===== config.mk =====
export PLATFORM = sky130hd
export DESIGN_NAME = instruction_fetch_queue_flat
export DESIGN_NICKNAME = d
export VERILOG_FILES = /design/src/rtl/instruction_fetch_queue_pkg.sv /design/src/rtl/instruction_fetch_queue_if.sv /design/src/rtl/instruction_fetch_queue_fetch_fifo.sv /design/src/rtl/instruction_fetch_queue.sv /design/src/flat_wrapper.sv
export SDC_FILE = /design/constraint.sdc
export NUM_CORES = 1
export LEC_CHECK = 0
export CORE_MARGIN = 4
export CORE_UTILIZATION = 60
export DETAILED_ROUTE_END_ITERATION = 7
export GPL_ROUTABILITY_DRIVEN = 0
export MAX_ROUTING_LAYER = met4
export PLACE_DENSITY = 0.9
export SLEW_MARGIN = 5
export SYNTH_ARGS = -nofsm -noshare
export SYNTH_HDL_FRONTEND = slang
export SYNTH_HIERARCHICAL = 1
export SYNTH_SLANG_ARGS = --single-unit

===== constraint.sdc =====
create_clock -name clock -period 4.1 [get_ports clock]
set_input_delay 0.615 -clock clock [delete_from_list [all_inputs] [get_ports clock]]
set_output_delay 0.615 -clock clock [all_outputs]
set_load 0.005 [all_outputs]

===== src/rtl/instruction_fetch_queue_pkg.sv =====
// Shared widths, reset address and entry layout for the instruction fetch queue.
package instruction_fetch_queue_pkg;

    localparam int PC_WIDTH    = 32;
    localparam int INSTR_WIDTH = 32;
    localparam logic [PC_WIDTH-1:0] DEFAULT_RESET_PC = 32'h0000_0000;

    typedef struct packed {
        logic [INSTR_WIDTH-1:0] instruction;
        logic [PC_WIDTH-1:0]    pc_plus_four;
    } fetch_entry_t;

    // Fetch addresses are word aligned; the low two bits of a branch target are discarded.
    function automatic logic [PC_WIDTH-1:0] align_pc(input logic [PC_WIDTH-1:0] pc);
        return {pc[PC_WIDTH-1:2], 2'b00};
    endfunction

endpackage


===== src/rtl/instruction_fetch_queue_if.sv =====
// Memory request/response, redirect and decode-side handshake bundle for the fetch queue.
interface instruction_fetch_queue_if;
    import instruction_fetch_queue_pkg::*;

    logic                   imem_req_valid;
    logic                   imem_req_ready;
    logic [PC_WIDTH-1:0]    imem_req_addr;
    logic                   imem_resp_valid;
    logic [INSTR_WIDTH-1:0] imem_resp_data;
    logic                   redirect_valid;
    logic [PC_WIDTH-1:0]    redirect_pc;
    logic                   out_valid;
    logic                   out_ready;
    logic [INSTR_WIDTH-1:0] out_instruction;
    logic [PC_WIDTH-1:0]    out_pc_plus_four;

    modport master (
        output imem_req_valid, imem_req_addr, out_valid, out_instruction, out_pc_plus_four,
        input  imem_req_ready, imem_resp_valid, imem_resp_data, redirect_valid, redirect_pc, out_ready
    );

    modport slave (
        input  imem_req_valid, imem_req_addr, out_valid, out_instruction, out_pc_plus_four,
        output imem_req_ready, imem_resp_valid, imem_resp_data, redirect_valid, redirect_pc, out_ready
    );

endinterface


===== src/rtl/instruction_fetch_queue_fetch_fifo.sv =====
// Small circular FIFO with synchronous clear; head is read combinationally from registered storage.
module fetch_fifo #(
    parameter int WIDTH = 32,
    parameter int DEPTH = 4
) (
    input  logic                     clock,
    input  logic                     reset,
    input  logic                     push,
    input  logic [WIDTH-1:0]         push_data,
    input  logic                     pop,
    input  logic                     clear,
    output logic [$clog2(DEPTH):0]   count,
    output logic [WIDTH-1:0]         head
);

    localparam int PTR_W = $clog2(DEPTH);

    logic [WIDTH-1:0] storage [DEPTH];
    logic [PTR_W-1:0] rd_ptr;
    logic [PTR_W-1:0] wr_ptr;

    // Storage is zeroed on reset so an empty queue presents an all-zero head.
    always_ff @(posedge clock or negedge reset) begin
        if (!reset) begin
            rd_ptr <= '0;
            wr_ptr <= '0;
            count  <= '0;
            for (int i = 0; i < DEPTH; i++) begin
                storage[i] <= '0;
            end
        end else if (clear) begin
            rd_ptr <= '0;
            wr_ptr <= '0;
            count  <= '0;
        end else begin
            if (push) begin
                storage[wr_ptr] <= push_data;
                wr_ptr          <= wr_ptr + 1'b1;
            end
            if (pop) begin
                rd_ptr <= rd_ptr + 1'b1;
            end
            if (push && !pop) begin
                count <= count + 1'b1;
            end else if (pop && !push) begin
                count <= count - 1'b1;
            end
        end
    end

    assign head = storage[rd_ptr];

endmodule


===== src/rtl/instruction_fetch_queue.sv =====
// Fetch front end: owns the PC, issues in-order reads, buffers returned words for decode
// and discards responses that belong to a fetch stream abandoned by a branch redirect.
module instruction_fetch_queue
    import instruction_fetch_queue_pkg::*;
#(
    parameter int                  DEPTH    = 4,
    parameter logic [PC_WIDTH-1:0] RESET_PC = DEFAULT_RESET_PC
) (
    input  logic                       clock,
    input  logic                       reset,
    instruction_fetch_queue_if.master  bus
);

    localparam int CNT_W = $clog2(DEPTH) + 1;

    logic [PC_WIDTH-1:0] fetch_pc;
    logic [PC_WIDTH-1:0] tag_head;
    logic [CNT_W-1:0]    count;
    logic [CNT_W-1:0]    inflight;
    logic [CNT_W-1:0]    drop;
    logic [CNT_W:0]      occupancy;
    logic                req_fire;
    logic                out_fire;
    logic                resp_keep;
    fetch_entry_t        data_head;

    // Buffered plus outstanding words are capped at DEPTH, so a kept response always has room.
    assign occupancy          = {1'b0, count} + {1'b0, inflight};
    assign bus.imem_req_valid = reset & ~bus.redirect_valid & (occupancy < (CNT_W+1)'(DEPTH));
    assign bus.imem_req_addr  = fetch_pc;
    assign req_fire           = bus.imem_req_valid & bus.imem_req_ready;

    assign bus.out_valid        = (count != '0);
    assign bus.out_instruction  = data_head.instruction;
    assign bus.out_pc_plus_four = data_head.pc_plus_four;
    assign out_fire             = bus.out_valid & bus.out_ready;

    assign resp_keep = bus.imem_resp_valid & (drop == '0) & ~bus.redirect_valid;

    fetch_fifo #(
        .WIDTH ($bits(fetch_entry_t)),
        .DEPTH (DEPTH)
    ) data_fifo (
        .clock     (clock),
        .reset     (reset),
        .push      (resp_keep),
        .push_data ({bus.imem_resp_data, tag_head}),
        .pop       (out_fire),
        .clear     (bus.redirect_valid),
        .count     (count),
        .head      (data_head)
    );

    // The tag queue is never cleared: every outstanding request still owes a response.
    fetch_fifo #(
        .WIDTH (PC_WIDTH),
        .DEPTH (DEPTH)
    ) tag_fifo (
        .clock     (clock),
        .reset     (reset),
        .push      (req_fire),
        .push_data (fetch_pc + 32'd4),
        .pop       (bus.imem_resp_valid),
        .clear     (1'b0),
        .count     (inflight),
        .head      (tag_head)
    );

    // A redirect marks everything still outstanding as stale, minus a response consumed this cycle.
    always_ff @(posedge clock or negedge reset) begin
        if (!reset) begin
            fetch_pc <= RESET_PC;
            drop     <= '0;
        end else if (bus.redirect_valid) begin
            fetch_pc <= align_pc(bus.redirect_pc);
            drop     <= bus.imem_resp_valid ? inflight - 1'b1 : inflight;
        end else begin
            if (req_fire) begin
                fetch_pc <= fetch_pc + 32'd4;
            end
            if (bus.imem_resp_valid && (drop != '0)) begin
                drop <= drop - 1'b1;
            end
        end
    end

endmodule


===== src/flat_wrapper.sv =====
// flat-port wrapper written by rule: the top's interface ports become plain ports
module instruction_fetch_queue_flat import instruction_fetch_queue_pkg::*;
#(
    parameter int                  DEPTH    = 4,
    parameter logic [PC_WIDTH-1:0] RESET_PC = DEFAULT_RESET_PC
)
  (clock, reset, bus_imem_req_valid, bus_imem_req_addr, bus_out_valid, bus_out_instruction, bus_out_pc_plus_four, bus_imem_req_ready, bus_imem_resp_valid, bus_imem_resp_data, bus_redirect_valid, bus_redirect_pc, bus_out_ready);
  instruction_fetch_queue_if bus_i ();
  input  logic clock;
  input  logic reset;
  output wire logic [$bits(bus_i.imem_req_valid)-1:0] bus_imem_req_valid;
  output wire logic [$bits(bus_i.imem_req_addr)-1:0] bus_imem_req_addr;
  output wire logic [$bits(bus_i.out_valid)-1:0] bus_out_valid;
  output wire logic [$bits(bus_i.out_instruction)-1:0] bus_out_instruction;
  output wire logic [$bits(bus_i.out_pc_plus_four)-1:0] bus_out_pc_plus_four;
  input wire logic [$bits(bus_i.imem_req_ready)-1:0] bus_imem_req_ready;
  input wire logic [$bits(bus_i.imem_resp_valid)-1:0] bus_imem_resp_valid;
  input wire logic [$bits(bus_i.imem_resp_data)-1:0] bus_imem_resp_data;
  input wire logic [$bits(bus_i.redirect_valid)-1:0] bus_redirect_valid;
  input wire logic [$bits(bus_i.redirect_pc)-1:0] bus_redirect_pc;
  input wire logic [$bits(bus_i.out_ready)-1:0] bus_out_ready;
  assign bus_imem_req_valid = bus_i.imem_req_valid;
  assign bus_imem_req_addr = bus_i.imem_req_addr;
  assign bus_out_valid = bus_i.out_valid;
  assign bus_out_instruction = bus_i.out_instruction;
  assign bus_out_pc_plus_four = bus_i.out_pc_plus_four;
  assign bus_i.imem_req_ready = bus_imem_req_ready;
  assign bus_i.imem_resp_valid = bus_imem_resp_valid;
  assign bus_i.imem_resp_data = bus_imem_resp_data;
  assign bus_i.redirect_valid = bus_redirect_valid;
  assign bus_i.redirect_pc = bus_redirect_pc;
  assign bus_i.out_ready = bus_out_ready;
  instruction_fetch_queue #(.DEPTH(DEPTH), .RESET_PC(RESET_PC)) u_core (.clock(clock), .reset(reset), .bus(bus_i));
endmodule

# After elaboration in Yosys (flattened, before gate mapping)
# Cells that the tools add are included.
# W data, S select, Z words.
# classes
order_cmp	7
n_mux	26
add_sub_neg	11
bitwise	11
n_reduce_logical	21
# ops
op	count
$bwmux W256	1
$mux W64	3
$mux W32	5
$bmux W64 S2	1
$bwmux W128	1
$demux W64 S2	1
$bmux W32 S2	1
$demux W32 S2	1
$add A32 B3 Y32 const B	1
$mux W3	8
$ge A3 B3 Y1 const B	4
$not A2 Y3	4
$reduce_bool A2 Y1	5
$reduce_bool A3 Y1	3
$sub A3 B1 Y3 const B	3
$add A2 B1 Y2 const B	4
$mux W2	4
$logic_and A1 B1 Y1	7
$add A3 B1 Y3 const B	2
$and A1 B1 Y1	6
$lt A3 B1 Y1 const B	2
$add A3 B3 Y4	1
$logic_not A1 Y1	4
$lt A4 B3 Y1 const B	1
3 further kinds	3
# totals
ff_bits	433
elab_cells	92

# Depth between registers and ports, before layout
# Gate-level depths: netlist of the first run.
# logic_depth
word_depth	8
depth_mapped	11
depth_no_buf	9

# Hierarchy
# Netlist of the first run, hierarchy kept.
# modules_own_cells
mod	n_inst	cells_each	area_each_um2
fetch_fifo (u_core.data_fifo)	1	658	12707.2
fetch_fifo (u_core.tag_fifo)	1	351	5977.0
instruction_fetch_queue	1	321	2549.9

# Worst setup path after synthesis of the first run
# Ideal clock, no wire load.
# synth_path
path_kind	in2reg
from	input bus_redirect_valid
to	register u_core/tag_fifo/storage[100] in the netlist's numbering
slack_ns	1.392
path_buffers	4
setup_time_ns	0.125
required_ns	3.975
arrival_time_ns	2.583
stages	10
path_cell_list	clkbuf_1 -> nor3b_1 -> nand4_1 -> inv_2 -> buf_1 -> buf_4 -> nor2b_4 -> nand2_1 -> buf_6 -> mux2_2
# synth_via
elab_chain_cells	4
# synth_rtl
element	line_no	rtl
from (decl)	flat_wrapper.sv:19	input wire logic [$bits(bus_i.redirect_valid)-1:0] bus_redirect_valid;
$not A1 Y1 (no line)	-	
$and A1 B1 Y1 (2 in series)	instruction_fetch_queue.sv:29	assign bus.imem_req_valid = reset & ~bus.redirect_valid & (occupancy < (CNT_W+1)'(DEPTH));
$and A1 B1 Y1	instruction_fetch_queue.sv:31	assign req_fire = bus.imem_req_valid & bus.imem_req_ready;
named net u_core.req_fire	instruction_fetch_queue.sv:22	logic req_fire;
to (signal, indexed assignment)	instruction_fetch_queue_fetch_fifo.sv:37	storage[wr_ptr] <= push_data;
to (decl)	instruction_fetch_queue_fetch_fifo.sv:18	logic [WIDTH-1:0] storage [DEPTH];
# The timed path passes the listed nets, and every way through them passes these cells.
# A chain may end at the register's enable or synchronous reset.

# Final worst setup path of the first run
# layout_path
from	register u_core.data_fifo.rd_ptr[0]
to	output bus_out_pc_plus_four[22]
# layout_via
elab_chain_cells	4
# layout_rtl
element	line_no	rtl
from (decl)	instruction_fetch_queue_fetch_fifo.sv:19	logic [PTR_W-1:0] rd_ptr;
from (signal assigned)	instruction_fetch_queue_fetch_fifo.sv:41	rd_ptr <= rd_ptr + 1'b1;
$not A2 Y3 (implied by the code)	instruction_fetch_queue_fetch_fifo.sv:51	assign head = storage[rd_ptr];
$bmux W64 S2	instruction_fetch_queue_fetch_fifo.sv:51	
$mux W64 (implied by the code) (2 in series)	instruction_fetch_queue_fetch_fifo.sv:51	
to (decl)	flat_wrapper.sv:15	output wire logic [$bits(bus_i.out_pc_plus_four)-1:0] bus_out_pc_plus_four;
# Every way passes these cells. The select of a mux whose other input is x is not followed.

==> results of run 1 <==
[metal layers]
layer / part of all wire / wire [um] / vias up / global-route usage
met4: 0.021 / 980 / 0 / 0.0646
li1: - / - / 5157 / -
met2: 0.49 / 22800 / 420 / 0.400
met3: 0.052 / 2420 / 82 / 0.0349
met1: 0.44 / 20200 / 6425 / 0.342
met5: 0 / 0 / - / -
[cell usage in the layout (no fill, tap or decap), types with 16 or more instances in the layout]
cell type and instances:
clkdlybuf4s50_1 161, mux2_2 144, dfrtp_1 427, o21ai_0 27, nor2_1 38, inv_1 19, mux4_2 96, xor2_1 19
nand2_1 54, mux2_4 240, xnor2_1 22, clkbuf_16 44, nand3_1 16
[per-stage QoR]
step / area, um2 / hold WS, ns
after detailed placement: 22800 / 0.474
after global placement: 22800 / 0.474
final: 24300 / 0.500
after floorplan: 21300 / 0.319
after global routing: 24300 / 0.506
after CTS: 24300 / 0.498
[power by group through the flow]
stage,combinational (uW),clock [uW],sequential [uW]
2_1_floorplan,2300,0,5210
3_3_place_gp,3430,0,5440
3_5_place_dp,3570,0,5500
4_1_cts,3600,4340,5460
5_1_grt,3820,4510,5540
6_report,3570,4280,5460
[layout make-up]
type | count | share of cell area
Tap cell | 455 | 0.0234
Clock inverter | 17 | 0.0110
Sequential cell | 431 | 0.444
Timing Repair Buffer | 181 | 0.0748
Multi-Input combinational cell | 800 | 0.391
Inverter | 20 | 0.00309
Clock buffer | 63 | 0.0531
[state kept, by name (all words and copies together), names as in the netlist]
register	flops
u_core/data_fifo/storage	256
u_core/tag_fifo/storage	128
u_core/bus.imem_req_addr	30
u_core/data_fifo/count	3
u_core/drop	3
u_core/tag_fifo/count	3
u_core/data_fifo/rd_ptr	2
u_core/data_fifo/wr_ptr	2
u_core/tag_fifo/rd_ptr	2
u_core/tag_fifo/wr_ptr	2
[cell families (layout without fill, tap and decap cells)]
group,Yosys count,after routing,synth area share
compound gates,76,76,0.0231
xor+xnor,41,41,0.0169
fa+ha+maj,16,16,0.0101
buf+inv,109,281,0.0462
flops,431,431,0.508
mux,484,484,0.350
other cells,1,11,0.000177
simple gates,172,172,0.0458
[worst paths after layout]
kind	start	to	slack [ns]	depth (start not counted)
worst max-delay path	u_core/data_fifo/rd_ptr[0]$_DFFE_PN0P_	bus_out_pc_plus_four[22]	0.74	3
worst min-delay path	u_core/tag_fifo/storage[24]$_DFFE_PN0P_	u_core/tag_fifo/storage[24]$_DFFE_PN0P_	0.50	1
worst max register to register	u_core/bus.imem_req_addr[2]$_DFFE_PN0P_	u_core/tag_fifo/storage[28]$_DFFE_PN0P_	1.01	6
worst min register to register	u_core/tag_fifo/storage[24]$_DFFE_PN0P_	u_core/tag_fifo/storage[24]$_DFFE_PN0P_	0.50	1
max in group asynchronous	reset	u_core/tag_fifo/storage[23]$_DFFE_PN0P_	1.52	4
min in group asynchronous	reset	u_core/data_fifo/storage[234]$_DFFE_PN0P_	0.51	2
[timing repair]
item | in CTS | in global routing
hold endpoints to repair | 24 | 0
endpoints found under the setup margin | 0 | 0
hold buffers | 1 | 0
==> results.toml, run 1 <==
[run_status]
status = "finished clean"

[synth]
async_flop_share = 1.00
synth_edf_count = 0
synthCells = 1330
yosysWarnings = 6
yosys-top-cells-count = "dfrtp_1 (431), mux2_4 (240), mux2_2 (144), mux4_2 (96), nand2_1 (54)"
ys_types = 57
seq_area_frac_synth = 0.508
yosys-top-cells-area = "dfrtp_1 (51%), mux2_4 (17%), mux4_2 (10%)"
synth-main-ff-cell = "dfrtp_1"
ys_ff_latch = 431
synth_most_common_cell = "dfrtp_1"
yosysTopAreaCell = "dfrtp_1"
yosysTopAreaCellShare = 0.508
synth_area_um2 = 21200
syn_area_per_cell_um2 = 16.0

[worst_setup_path]
critPathArrivalTime_ns = 2.75
crit_path_max_incr_delay_ns = 0.78
path_max_fanout = 24
path_buf_inv = 2
path_delay_family = "buffers and inverters"
path_class = "reg -> out"
endpoint_kind = "output port"
worstPathRequired_ns = 3.48
critPathLaunchType = "flop"
crit_chain = "buf_4, mux4_2, clkdlybuf4s50_1"
slowest_stage = "dfrtp_4"

[cts]
clkLatencyLatePin_ns = 0.55
cts.clk_slew.worst_paths_ns = 0.06
clock_path_buffers = 3
cts_tree = "built"
cts_sinks = 431
cts_resized = 0
numCtsBuffers = 44
htreeDepth = 2
cts-root-buf = "clkbuf_16"
post-cts-setup-buffers = 0

[timing]
hold_viol_final = 0
setup_ws_ns = 0.740
tightestPinTransition_ns = 1.02
setup_violations = 0
fmax_mhz = 298
tns_ns = 0
fin_skew_ns = 0.0174
period_share = 0.820
rsz0062_at_grt = "no"
slew_headroom = 0.320
slew_violations = 0
finalCriticalPeriod_ns = 3.36

[drt]
wirelength_um = 46400
dr.pass1.iters = 6
viasPerCell = 6.14
detail-route-antenna-nets = 0
drc_errors = 0
drtIter0Drc = 702
routedWlPerCell_um = 23.6
via_count = 12100

[grt]
grt-ovfl-total = 0
groute.usage.overall = 0.249
grt_pass1_wl_um = 75100
grt_max_degree = 169
first_global_vias = 13400
antenna_found_initial = 0

[power_and_ir_drop]
p_leak_uw = 0.0118
p_clk_frac = 0.321
vdd_drop_max_uv = 508
power_uw = 13300
intPower_uw = 9670
seqPwrFrac = 0.410
p_per_area_nw_per_um2 = 547
p_sw_frac = 0.273
p_sw_uw = 3640
combPwrFrac = 0.268

[floorplanning]
io_pins = 168
die-width_um = 196
dieHeight_um = 196
core_um2 = 34700
start_util = 0.612
die_area_um2 = 38500
row_count = 68

[job]
drv_cap = 0

[finish]
fill_cells = 2130
synthToLayoutAreaGrowth_pct = 14.5
final-seq-area_um2 = 10800
multiInputGateArea_um2 = 9510
final_util = 0.701
nets = 1564
drive_gt1_frac = 0.392
n_antenna_cell = 0
fin_cells = 1967

[worst_hold_path]
min_path_type = "reg -> reg"

[placement]
port_buffers = 163
dp_cells = 1886
dp_slack_ns = 0.766
hpwl_um = 27700
No activity file was read; power rests on OpenSTA's default activity.
==> run 2: changes to the inputs <==
--- a/config.mk
+++ b/config.mk
@@ -6,11 +6,11 @@
 export NUM_CORES = 1
 export LEC_CHECK = 0
 export CORE_MARGIN = 4
-export CORE_UTILIZATION = 60
+export CORE_UTILIZATION = 53
 export DETAILED_ROUTE_END_ITERATION = 7
 export GPL_ROUTABILITY_DRIVEN = 0
 export MAX_ROUTING_LAYER = met4
-export PLACE_DENSITY = 0.9
+export PLACE_DENSITY = 0.84
 export SLEW_MARGIN = 5
 export SYNTH_ARGS = -nofsm -noshare
 export SYNTH_HDL_FRONTEND = slang
==> constraint.sdc (replaced) <==
create_clock -name clock -period 2.8 [get_ports clock]
set_input_delay 0.42 -clock clock [delete_from_list [all_inputs] [get_ports clock]]
set_output_delay 0.42 -clock clock [all_outputs]
set_load 0.005 [all_outputs]
==> run 2 against run 1 <==
Compared with the run above: final cell count rose by 6.0%; die area rose by 13%; via count barely moved; core utilization fell by 7.2 points; first-iteration DRC count rose by 7.7%; critical path depth rose by 1; final area rose by 2.5%; clock skew fell by 0.0048 ns; largest power group unchanged; highest routed layer unchanged.
==> results.toml, run 2 (synthesis results as in run 1) <==
[run_status]
status = "finished clean"

[drt]
wirelength_um = 46300
routedWlPerCell_um = 22.2
drc_errors = 0
via_count = 12100
dr.pass1.iters = 5
detail-route-antenna-nets = 0
drtIter0Drc = 756
viasPerCell = 5.80

[floorplanning]
die-width_um = 208
io_pins = 168
row_count = 73
dieHeight_um = 208
start_util = 0.536
core_um2 = 39600
die_area_um2 = 43300

[timing]
rsz0062_at_grt = "yes"
slew_headroom = 0.343
finalCriticalPeriod_ns = 2.75
slew_violations = 0
setup_violations = 0
tns_ns = 0
period_share = 0.982
fmax_mhz = 364
tightestPinTransition_ns = 0.986
setup_ws_ns = 0.0502
fin_skew_ns = 0.0126
hold_viol_final = 0

[cts]
clkLatencyLatePin_ns = 0.57
cts.clk_slew.worst_paths_ns = 0.06
numCtsBuffers = 47
htreeDepth = 2
clock_path_buffers = 3
cts_sinks = 431
cts_tree = "built"
cts-root-buf = "clkbuf_16"

[finish]
nets = 1612
final_common_cell = "dfrtp_1"
final_util = 0.629
fill_cells = 2813
regMostFlops = "u_core/data_fifo/storage"
most-common-layout-cells = "dfrtp_1 (428), mux2_4 (240), mux2_2 (144)"
final-seq-area_um2 = 10800
synthToLayoutAreaGrowth_pct = 17.4
largest_reg_flops = 256
multiInputGateArea_um2 = 9510
drive_gt1_frac = 0.407

[grt]
antenna_found_initial = 0
grt_pass1_wl_um = 74600
grt_max_degree = 178
groute.usage.overall = 0.218
grt-ovfl-total = 0
first_global_vias = 13200

[power_and_ir_drop]
combPwrFrac = 0.289
p_sw_uw = 5360
p_sw_frac = 0.278
p_leak_uw = 0.0125
intPower_uw = 13900
vdd_drop_max_uv = 451
seqPwrFrac = 0.405
power_uw = 19300
p_clk_frac = 0.306
p_per_area_nw_per_um2 = 775

[worst_setup_path]
path_class = "reg -> out"
critPathLaunchType = "flop"
r2r_start = "u_core/bus.imem_req_addr[3]$_DFFE_PN0P_"
timing.rr.end = "u_core/tag_fifo/storage[56]$_DFFE_PN0P_"
endpoint_kind = "output port"
r2r_cells = 7
worstPathRequired_ns = 2.38
critPathArrivalTime_ns = 2.33
ff2ff_setup_slack_ns = 0.16
path_max_fanout = 14

[job]
drv_cap = 0

[placement]
dp_slack_ns = -0.279
hpwl_um = 29100
port_buffers = 163

[worst_hold_path]
min_path_type = "in -> async"
[run 2: changes by cell type in the layout (fill, tap and decap cells not counted), moves of 3 or more]
cell / delta
clkdlybuf4s50_1: -42
buf_4: +25
dlygate4sd2_1: +23
dlymetal6s2s_1: +19
buf_12: +15
bufinv_16: -6
clkbuf_1: +6
clkbuf_16: +4
buf_8: +3
[run 2: metrics by stage]
stage	hold WS, ns	instances	area (um2)
6_report	0.247	2085	24900
4_1_cts	0.220	2079	24800
3_3_place_gp	0.231	1989	23200
5_1_grt	0.237	2084	24900
3_5_place_dp	0.231	1989	23200
2_1_floorplan	0.124	1340	21300
[run 2: worst max path at each step]
| stage | cells past startpoint | slack [ns] | end | from |
|---|---|---|---|---|
| 2_1_floorplan | 10 | 0.24 | u_core/tag_fifo/storage[100]$_DFFE_PN0P_ | u_core/tag_fifo/count[1]$_DFFE_PN0P_ |
| 3_3_place_gp | 7 | -0.27 | u_core/data_fifo/storage[145]$_DFFE_PN0P_ | bus_imem_resp_valid |
| 3_5_place_dp | 7 | -0.28 | u_core/data_fifo/storage[143]$_DFFE_PN0P_ | bus_imem_resp_valid |
| 4_1_cts | 4 | -0.01 | bus_out_pc_plus_four[24] | u_core/data_fifo/rd_ptr[0]$_DFFE_PN0P_ |
| 5_1_grt | 4 | -0.03 | bus_out_instruction[10] | u_core/data_fifo/rd_ptr[0]$_DFFE_PN0P_ |
| 6_report | 4 | 0.05 | bus_out_instruction[10] | u_core/data_fifo/rd_ptr[0]$_DFFE_PN0P_ |
[run 2: worst max-delay path, cell delays in order, from the launching register on]
cell	delay, ns
dfrtp_4	0.45
buf_8	0.15
buf_12	0.16
mux4_2	0.52
clkdlybuf4s50_1	0.46
[run 2: layout make-up]
type | instances | area share
sequential | 431 | 0.433
multi-input combinational | 800 | 0.382
timing repair buffer | 226 | 0.0969
clock buffer | 71 | 0.0557
tap | 525 | 0.0264
clock inverter | 11 | 0.00346
inverter | 20 | 0.00301
antenna | 1 | 0.000100
[run 2: repair_timing]
item                       4_1_cts  5_1_grt
hold endpoints to repair         4        0
hold buffers                     1        0
setup endpoints to repair      200       23
gates cloned                     1        0
buffers inserted                 6        5
resized for setup               32       21
[run 2: power by group through the flow]
stage                     Clock (uW)  Sequential, uW  Combinational, uW
after global routing            6310            7920               5990
after detailed placement           0            7940               5440
after CTS                       6040            7800               5630
final                           5910            7820               5590
after floorplan                    0            7630               3370
after global placement             0            7860               5270
[run 2: per-layer routing]
layer / up-vias / global-route usage / part of all wire
met5: - / - / 0
li1: 5267 / - / -
met2: 337 / 0.341 / 0.48
met4: 0 / 0.0569 / 0.020
met1: 6423 / 0.305 / 0.46
met3: 60 / 0.0345 / 0.044
==> run 3: changes to the inputs <==
--- a/config.mk
+++ b/config.mk
@@ -5,13 +5,14 @@
 export SDC_FILE = /design/constraint.sdc
 export NUM_CORES = 1
 export LEC_CHECK = 0
+export CORE_ASPECT_RATIO = 1.2
 export CORE_MARGIN = 4
 export CORE_UTILIZATION = 53
 export DETAILED_ROUTE_END_ITERATION = 7
 export GPL_ROUTABILITY_DRIVEN = 0
 export MAX_ROUTING_LAYER = met4
 export PLACE_DENSITY = 0.84
-export SLEW_MARGIN = 5
+export SLEW_MARGIN = 20
 export SYNTH_ARGS = -nofsm -noshare
 export SYNTH_HDL_FRONTEND = slang
 export SYNTH_HIERARCHICAL = 1
==> run 3 against run 2 <==
Compared with the run above: die area about the same; wire length about the same; clock-buffer cell count decreased by 15; largest power group unchanged; critical path type unchanged; sequential cell count is the same; final cell count about the same.
==> results.toml, run 3 (synthesis results as in run 1) <==
[worst_setup_path]
r2r_start = "u_core/bus.imem_req_addr[2]$_DFFE_PN0P_"
ff2ff_setup_slack_ns = 0.17
endpoint_kind = "output port"
path_class = "reg -> out"
critPathLaunchType = "flop"
worstPathRequired_ns = 2.38
timing.rr.end = "u_core/tag_fifo/storage[50]$_DFFE_PN0P_"
r2r_cells = 7
path_max_fanout = 10
critPathArrivalTime_ns = 2.32

[grt]
antenna_found_initial = 1
first_global_vias = 13100
grt_max_degree = 195
grt_pass1_wl_um = 74200
groute.usage.overall = 0.221
grt-ovfl-total = 0

[timing]
slew_violations = 0
finalCriticalPeriod_ns = 2.74
slew_headroom = 0.554
rsz0062_at_grt = "yes"
fmax_mhz = 365
setup_ws_ns = 0.0600
whs_ns = 0.295
fin_skew_ns = 0.0188
tightestPinTransition_ns = 0.669
setup_violations = 0
tns_ns = 0
hold_viol_final = 0
period_share = 0.979

[finish]
synthToLayoutAreaGrowth_pct = 18.4
nets = 1604
largest_reg_flops = 256
regMostFlops = "u_core/data_fifo/storage"
fill_cells = 2812
n_antenna_cell = 0
final_common_cell = "dfrtp_1"
most-common-layout-cells = "dfrtp_1 (428), mux2_4 (240), mux2_2 (144)"
fin_cells = 2087
multiInputGateArea_um2 = 9510
drive_gt1_frac = 0.411
final-seq-area_um2 = 10800

[cts]
cts_sinks = 431
cts.clk_slew.worst_paths_ns = 0.06
cts-root-buf = "clkbuf_16"
cts_tree = "built"
clkLatencyLatePin_ns = 0.57
clock_path_buffers = 3
numCtsBuffers = 44
htreeDepth = 2

[drt]
drtIter0Drc = 722
routedWlPerCell_um = 22.2
detail-route-antenna-nets = 0
via_count = 12000
wirelength_um = 46300
viasPerCell = 5.77
dr.pass1.iters = 4
drc_errors = 0

[power_and_ir_drop]
p_sw_uw = 5450
combPwrFrac = 0.281
p_sw_frac = 0.271
vdd_drop_max_uv = 561
intPower_uw = 14700
seqPwrFrac = 0.389
p_leak_uw = 0.0124
p_clk_frac = 0.330
p_per_area_nw_per_um2 = 800

[worst_hold_path]
hold_depth = 3
whs_endpoint = "u_core/data_fifo/wr_ptr[0]$_DFFE_PN0P_"
min_path_type = "in -> reg"
hold_start = "bus_redirect_valid"

[floorplanning]
core_um2 = 39600
row_count = 80
io_pins = 168
dieHeight_um = 227
start_util = 0.536
die-width_um = 191
die_area_um2 = 43300

[run_status]
status = "finished clean"

[placement]
hpwl_um = 28600
dp_slack_ns = 0.235
dp_cells = 1993
port_buffers = 163

[job]
drv_cap = 0
==> run 3: worst max path at each step <==
| stage | slack [ns] | from | endpoint |
|---|---|---|---|
| 2_1_floorplan | 0.24 | u_core/tag_fifo/count[1]$_DFFE_PN0P_ | u_core/tag_fifo/storage[100]$_DFFE_PN0P_ |
| 3_3_place_gp | 0.27 | bus_imem_resp_valid | u_core/data_fifo/storage[145]$_DFFE_PN0P_ |
| 6_report | 0.06 | u_core/data_fifo/rd_ptr[0]$_DFFE_PN0P_ | bus_out_instruction[16] |
| 3_5_place_dp | 0.24 | bus_imem_resp_valid | u_core/data_fifo/storage[144]$_DFFE_PN0P_ |
| 4_1_cts | 0.005 | u_core/data_fifo/rd_ptr[0]$_DFFE_PN0P_ | bus_out_pc_plus_four[7] |
| 5_1_grt | -0.001 | u_core/data_fifo/rd_ptr[0]$_DFFE_PN0P_ | bus_out_pc_plus_four[12] |
==> run 3: final cells by class <==
type	instances	share of cell area
flip-flops and latches	431	0.429
multi-input cells	800	0.378
repair buffers	221	0.0966
clock buffers	56	0.0492
well taps	533	0.0265
clock inverters	26	0.0171
inverters	20	0.00299
==> run 3: worst max-delay path, stage by stage, from the launching register on <==
cell and delay (ns):
dfrtp_4 0.45, buf_8 0.15, buf_12 0.16, mux4_2 0.52
clkdlybuf4s50_1 0.47
==> run 3: metal layers <==
layer,vias to the layer above,GRT usage,wire (um),share of wire
li1,5257,-,-,-
met4,0,0.0512,1000,0.022
met3,72,0.0293,1980,0.043
met5,-,-,0,0
met2,358,0.359,22900,0.49
met1,6360,0.303,20500,0.44
==> run 3: power groups by stage <==
stage / sequential, uW / combinational, uW / clock [uW]
final: 7820 / 5650 / 6640
after global routing: 7930 / 6060 / 7040
after CTS: 7810 / 5730 / 6780
after detailed placement: 7950 / 5440 / 0
after global placement: 7860 / 5280 / 0
after floorplan: 7630 / 3370 / 0
==> run 3: through the flow <==
stage          total power (uW)  cell area (um2)  utilization
2_1_floorplan             11000            21300            -
3_3_place_gp              13100            23300        0.587
3_5_place_dp              13400            23300        0.587
4_1_cts                   20300            25100        0.633
5_1_grt                   21000            25100        0.634
6_report                  20100            25100        0.634
==> run 3: timing repair <==
action                                  in CTS  in global routing
cloned                                       2                  0
gates resized for setup                     22                 10
endpoints found under the hold margin       29                  0
setup buffers                                8                  0
endpoints found under the setup margin      57                 11
hold buffers                                 1                  0
